## src/rtl/wd_ctrl_pkg.sv

```systemverilog
// wd_ctrl_pkg: shared types and constants for the watchdog recovery controller.
// Holds the FSM state enum, counter width and trip-count saturation helper.
package wd_ctrl_pkg;

   typedef enum logic [2:0] {
      S_IDLE,
      S_ARMED,
      S_TRIPPED,
      S_HOLDOFF,
      S_LOCKOUT
   } wd_ctrl_state_t;

   localparam int         WD_CTRL_CNT_W = 16;
   localparam logic [3:0] WD_TRIP_MAX   = 4'd15;

   function automatic logic [3:0] trip_inc(input logic [3:0] c);
      return (c == WD_TRIP_MAX) ? c : c + 4'd1;
   endfunction

endpackage

```

## src/rtl/hb_round_collector.sv

```systemverilog
// hb_round_collector: accumulates masked heartbeat pulses into seen-bits and
// flags round completion. Ports: clk, rstn, en, clear, hb_req, src_mask, round_done.
module hb_round_collector
   import wd_ctrl_pkg::*;
#(
   parameter int N_SRC = 2
) (
   input  logic             clk,
   input  logic             rstn,
   input  logic             en,
   input  logic             clear,
   input  logic [N_SRC-1:0] hb_req,
   input  logic [N_SRC-1:0] src_mask,
   output logic             round_done
);

   logic [N_SRC-1:0] seen;
   logic [N_SRC-1:0] acc;

   assign acc = seen | (hb_req & src_mask);

   // An empty mask never completes a round.
   assign round_done = en && (src_mask != '0) &&
                       ((acc & src_mask) == src_mask);

   always_ff @(posedge clk or negedge rstn) begin
      if (!rstn) begin
         seen <= '0;
      end else if (clear || round_done) begin
         seen <= '0;
      end else if (en) begin
         seen <= acc;
      end
   end

endmodule

```

## src/rtl/wd_recovery_ctrl.sv

```systemverilog
// wd_recovery_ctrl: watchdog supervisor. Issues heartbeats per check-in round,
// arms/disarms the watchdog, and on a trip mutes RF, pulses sys_reset_req for
// RST_CYCLES, holds off HOLDOFF_CYCLES, then re-arms or idles.
// Inputs: clk, rstn, arm, disarm, clear_fault, force_trip, hb_req, src_mask,
// wd_triggered, wd_warning. Outputs: wd_enable, wd_heartbeat, wd_force_reset,
// rf_mute, sys_reset_req, trip_count, locked_out, late_flag.
// Define WD_CTRL_LOCKOUT_EN to enable LOCKOUT after MAX_TRIPS consecutive trips.
module wd_recovery_ctrl
   import wd_ctrl_pkg::*;
#(
   parameter int N_SRC          = 2,
   parameter int RST_CYCLES     = 16,
   parameter int HOLDOFF_CYCLES = 1024,
   parameter int MAX_TRIPS      = 3
) (
   input  logic             clk,
   input  logic             rstn,
   input  logic             arm,
   input  logic             disarm,
   input  logic             clear_fault,
   input  logic             force_trip,
   input  logic [N_SRC-1:0] hb_req,
   input  logic [N_SRC-1:0] src_mask,
   input  logic             wd_triggered,
   input  logic             wd_warning,
   output logic             wd_enable,
   output logic             wd_heartbeat,
   output logic             wd_force_reset,
   output logic             rf_mute,
   output logic             sys_reset_req,
   output logic [3:0]       trip_count,
   output logic             locked_out,
   output logic             late_flag
);

`ifdef WD_CTRL_LOCKOUT_EN
   localparam bit LOCK_EN = 1'b1;
`else
   localparam bit LOCK_EN = 1'b0;
`endif

   localparam logic [WD_CTRL_CNT_W-1:0] RST_LOAD =
      WD_CTRL_CNT_W'(RST_CYCLES - 1);
   localparam logic [WD_CTRL_CNT_W-1:0] HOLD_LOAD =
      WD_CTRL_CNT_W'(HOLDOFF_CYCLES - 1);

   wd_ctrl_state_t           state;
   logic [WD_CTRL_CNT_W-1:0] cnt;
   logic                     lock_q;
   logic                     round_done;
   logic                     armed;
   logic                     rc_clear;

   assign armed      = (state == S_ARMED);
   assign rc_clear   = !armed || wd_triggered || disarm;
   assign locked_out = lock_q & LOCK_EN;

   hb_round_collector #(
      .N_SRC(N_SRC)
   ) u_rc (
      .clk       (clk),
      .rstn      (rstn),
      .en        (armed),
      .clear     (rc_clear),
      .hb_req    (hb_req),
      .src_mask  (src_mask),
      .round_done(round_done)
   );

   always_ff @(posedge clk or negedge rstn) begin
      if (!rstn) begin
         state          <= S_IDLE;
         cnt            <= '0;
         trip_count     <= '0;
         wd_enable      <= 1'b0;
         wd_heartbeat   <= 1'b0;
         wd_force_reset <= 1'b0;
         rf_mute        <= 1'b0;
         sys_reset_req  <= 1'b0;
         lock_q         <= 1'b0;
         late_flag      <= 1'b0;
      end else begin
         wd_heartbeat   <= 1'b0;
         wd_force_reset <= 1'b0;
         unique case (state)
            S_IDLE: begin
               if (arm && !disarm) begin
                  state     <= S_ARMED;
                  wd_enable <= 1'b1;
               end
            end
            S_ARMED: begin
               wd_force_reset <= force_trip;
               // A trip outranks both round completion and disarm.
               if (wd_triggered) begin
                  state         <= S_TRIPPED;
                  cnt           <= RST_LOAD;
                  trip_count    <= trip_inc(trip_count);
                  wd_enable     <= 1'b0;
                  rf_mute       <= 1'b1;
                  sys_reset_req <= 1'b1;
                  if (wd_warning) late_flag <= 1'b1;
               end else begin
                  if (round_done) begin
                     wd_heartbeat <= 1'b1;
                     trip_count   <= '0;
                     late_flag    <= 1'b0;
                  end else if (wd_warning) begin
                     late_flag <= 1'b1;
                  end
                  if (disarm) begin
                     state     <= S_IDLE;
                     wd_enable <= 1'b0;
                  end
               end
            end
            S_TRIPPED: begin
               if (cnt == '0) begin
                  state         <= S_HOLDOFF;
                  cnt           <= HOLD_LOAD;
                  sys_reset_req <= 1'b0;
               end else begin
                  cnt <= cnt - 1'b1;
               end
            end
            S_HOLDOFF: begin
               if (cnt != '0) begin
                  cnt <= cnt - 1'b1;
               end else if (LOCK_EN &&
                            trip_count >= 4'(MAX_TRIPS)) begin
                  state  <= S_LOCKOUT;
                  lock_q <= 1'b1;
               end else begin
                  state     <= arm ? S_ARMED : S_IDLE;
                  wd_enable <= arm;
                  rf_mute   <= 1'b0;
               end
            end
            S_LOCKOUT: begin
               if (clear_fault) begin
                  state      <= S_IDLE;
                  trip_count <= '0;
                  rf_mute    <= 1'b0;
                  lock_q     <= 1'b0;
               end
            end
            default: state <= S_IDLE;
         endcase
      end
   end

endmodule

```

## config.mk

```make
export PLATFORM = sky130hd
export DESIGN_NAME = wd_recovery_ctrl
export DESIGN_NICKNAME = d
export VERILOG_FILES = /design/src/rtl/wd_ctrl_pkg.sv /design/src/rtl/hb_round_collector.sv /design/src/rtl/wd_recovery_ctrl.sv
export SDC_FILE = /design/constraint.sdc
export NUM_CORES = 1
export LEC_CHECK = 0
export CAP_MARGIN = 20
export CORE_ASPECT_RATIO = 0.75
export CORE_MARGIN = 5
export CORE_UTILIZATION = 35
export DETAILED_ROUTE_END_ITERATION = 8
export GPL_TIMING_DRIVEN = 0
export PLACE_DENSITY_LB_ADDON = 0.08
export SETUP_SLACK_MARGIN = 0.2
export SLEW_MARGIN = 20
export SYNTH_ARGS = -nofsm -noshare
export SYNTH_HDL_FRONTEND = slang
export SYNTH_SLANG_ARGS = --single-unit
```

## constraint.sdc

```tcl
create_clock -name clk -period 5.8 [get_ports clk]
set_input_delay 1.74 -clock clk [delete_from_list [all_inputs] [get_ports clk]]
set_output_delay 1.74 -clock clk [all_outputs]
set_load 0.02 [all_outputs]
```

==> flow_summary.json <==
{
  "critPathLaunchType": "primary input",
  "mostFrequentLayoutCell": "dfrtp_1",
  "pre_cts_slack_ns": 2.357,
  "drtPass1Iterations": 4,
  "r2r_end": "cnt[0]",
  "syn_area_um2": 1901,
  "htreeDepth": 2,
  "cts_num_sinks": 30,
  "cts.clk_slew.worst_paths_ns": 0.07,
  "ir_worst_vdd_mv": 0.1842,
  "async_reset_ff_share_pct": 100.0,
  "floorplan.initialDensity_pct": 35.89,
  "antenna_found_initial": 0,
  "grt_use_met3_pct": 3.275,
  "synth-main-ff-cell": "dfrtp_1",
  "setup_tns_ns": 0,
  "crit_required_ns": 5.96,
  "crit_path_end": "trip_count[1]",
  "finalSetupViolCount": 0,
  "grt_max_degree": 30,
  "regToRegStartpoint": "cnt[0]",
  "rrSetupSlack_ns": 3.61,
  "dieWidth_um": 95.09,
  "finClkSkew_ns": 0.007629,
  "ys_ff_latch": 30,
  "vias": 1711,
  "cp-startpoint": "src_mask[0]",
  "routabilityCongestion": 0.8091,
  "post_cts_buffers": 0,
  "numCtsBuffers": 5,
  "dp_hpwl_um": 3544,
  "slew_violations": 0,
  "rows": 23,
  "run_status": "finished, final reports clean",
  "dp.cells": 304,
  "cp-end-kind": "flop",
  "period_share_pct": 53.58,
  "diodes": 0,
  "initialDrtViolationCount": 116,
  "io_buffer_count": 19,
  "final_cell_mix": "30 x dfrtp_1, 18 x clkdlybuf4s50_1, 15 x inv_1, 15 x a21oi_1, 14 x nor2_1",
  "busiest_layer": "met1",
  "synth_cell_types": 53,
  "period_needed_ns": 3.108,
  "drive_gt1_share_pct": 12.24,
  "grt_overflow": 0,
  "clock_path_buffers": 2,
  "hold_class": "reg2reg",
  "setup_slack_ns": 2.692,
  "hold_viol_final": 0,
  "worst_slew_pin_slew_ns": 0.7758,
  "grtUsageTotal_pct": 15.22,
  "crit_type": "in2reg",
  "fillers": 559,
  "use_met2_pct": 20.40,
  "cts_resized": 0,
  "die_area_um2": 7019,
  "fin_nets": 251,
  "die_h_um": 73.82,
  "rsz0062_at_grt": "no",
  "critPathMaxFanout": 5,
  "power_density_nw_per_um2": 431.7,
  "syn_inst": 209,
  "grt_pass1_vias": 1548,
  "syn2layout_area_growth_pct": 21.46,
  "clk_latency_ns": 0.28,
  "power_uw": 996.6,
  "wl_um": 5011,
  "cap_violations": 0,
  "syn-num-nets": 224,
  "final_cells": 312,
  "rr_worst_depth": 6,
  "cts_tree": "built",
  "ant_nets": 0,
  "avgViaCountPerCell": 5.484,
  "cts_hold_buffers": 0,
  "root_buffer": "clkbuf_8",
  "grt_use_met1_pct": 24.91,
  "drc": 0,
  "ys_seq_area_share_pct": 39.50,
  "cp.arrival_ns": 3.27,
  "fp.coreArea_um2": 5295,
  "grt_first_pass_wirelength_um": 8307,
  "max_slew_margin_pct": 48.04,
  "max_freq_mhz": 321.8,
  "boundaryPins": 23,
  "synth.avg_cell_area_um2": 9.094,
  "wl_per_cell_um": 16.06,
  "ys_warn_count": 0,
  "synth_edf_count": 0,
  "p_leak_uw": 0.0009494
}
[synthesized netlist by cell type (2+ instances only)]
cell type / number / area [µm²]
a21oi_1: 15 / 75.07
a22oi_1: 2 / 15.01
a31oi_1: 4 / 25.02
a41o_1: 2 / 20.02
a41oi_1: 2 / 17.52
and3_1: 3 / 18.77
buf_2: 2 / 10.01
buf_6: 2 / 22.52
clkbuf_1: 8 / 30.03
dfrtp_1: 30 / 750.7
ha_1: 3 / 37.54
inv_1: 15 / 56.30
mux2i_1: 6 / 60.06
nand2_1: 11 / 41.29
nand3_1: 4 / 20.02
nand4_1: 6 / 37.54
nand4_2: 2 / 25.02
nor2_1: 14 / 52.55
nor3_1: 11 / 55.05
nor3_2: 2 / 20.02
nor3b_1: 3 / 22.52
nor4_1: 6 / 37.54
nor4_2: 2 / 25.02
o211ai_1: 6 / 45.04
o21a_1: 2 / 15.01
o21ai_0: 11 / 55.05
o2bb2ai_1: 2 / 17.52
o31ai_1: 3 / 22.52
or3_1: 4 / 25.02
or4_1: 2 / 15.01
or4b_1: 2 / 20.02
[per-layer routing]
| layer | wire length [µm] | up-vias |
|---|---|---|
| met5 | 0 | - |
| met4 | 23 | 0 |
| met3 | 320 | 5 |
| met2 | 1993 | 44 |
| met1 | 2674 | 826 |
| li1 | - | 836 |
[cells by family (layout without fill, tap and decap cells)]
group / count (synthesis) / after routing / share of synthesized area (%)
flip-flops: 30 / 30 / 39.50
XOR/XNOR: 1 / 1 / 0.4609
AND/OR/NAND/NOR: 80 / 80 / 26.73
buffers and inverters: 29 / 57 / 6.912
adder cells (fa/ha/maj): 3 / 3 / 1.975
AO/OA/AOI/OAI: 58 / 58 / 20.47
other: 1 / 1 / 0.1973
multiplexers: 7 / 7 / 3.753
[power breakdown]
part           leakage (µW)  switching [µW]  total [µW]  internal [µW]
registers          0.000366            87.3         367            279
clock network     0.0000579            84.9         211            126
logic              0.000525             237         419            182
[stage by stage]
step                      hold WS, ns  area [µm²]  utilization (%)
after global placement         0.4793        2185            41.26
after CTS                      0.5042        2308            43.60
after global routing           0.5511        2308            43.60
after floorplan                0.4636        1901                -
after detailed placement       0.4858        2200            41.54
final                          0.4978        2308            43.60
[cell type report]
type | instances | area (µm²) | area share (%)
plain buffers | 14 | 75.07 | 3.252
inverters | 15 | 56.30 | 2.439
repair buffers | 20 | 205.2 | 8.889
flip-flops and latches | 30 | 750.7 | 32.52
well taps | 75 | 93.84 | 4.065
multi-input cells | 150 | 1018 | 44.12
clock buffers | 5 | 68.82 | 2.981
clock inverters | 3 | 40.04 | 1.734
[registers in the layout (all words and copies together) (netlist names), 2 cells and up]
register and count:
cnt 16, trip_count 4, state 2, u_rc.seen 2
[worst min path at each step]
| stage | startpoint | endpoint | depth (start not counted) |
|---|---|---|---|
| after floorplan | u_rc.seen[0] | u_rc.seen[0] | 2 |
| after global placement | u_rc.seen[0] | u_rc.seen[0] | 2 |
| after detailed placement | late_flag | late_flag | 2 |
| after CTS | late_flag | late_flag | 2 |
| after global routing | u_rc.seen[0] | u_rc.seen[0] | 2 |
| final | late_flag | late_flag | 2 |
[worst max-delay path: stages]
cell and delay (ns):
clkdlybuf4s50_1 0.43, nor3b_1 0.15, or4_1 0.58, a21o_1 0.24, o2bb2ai_1 0.12
Note: power is estimated with default switching activity, not from simulation.
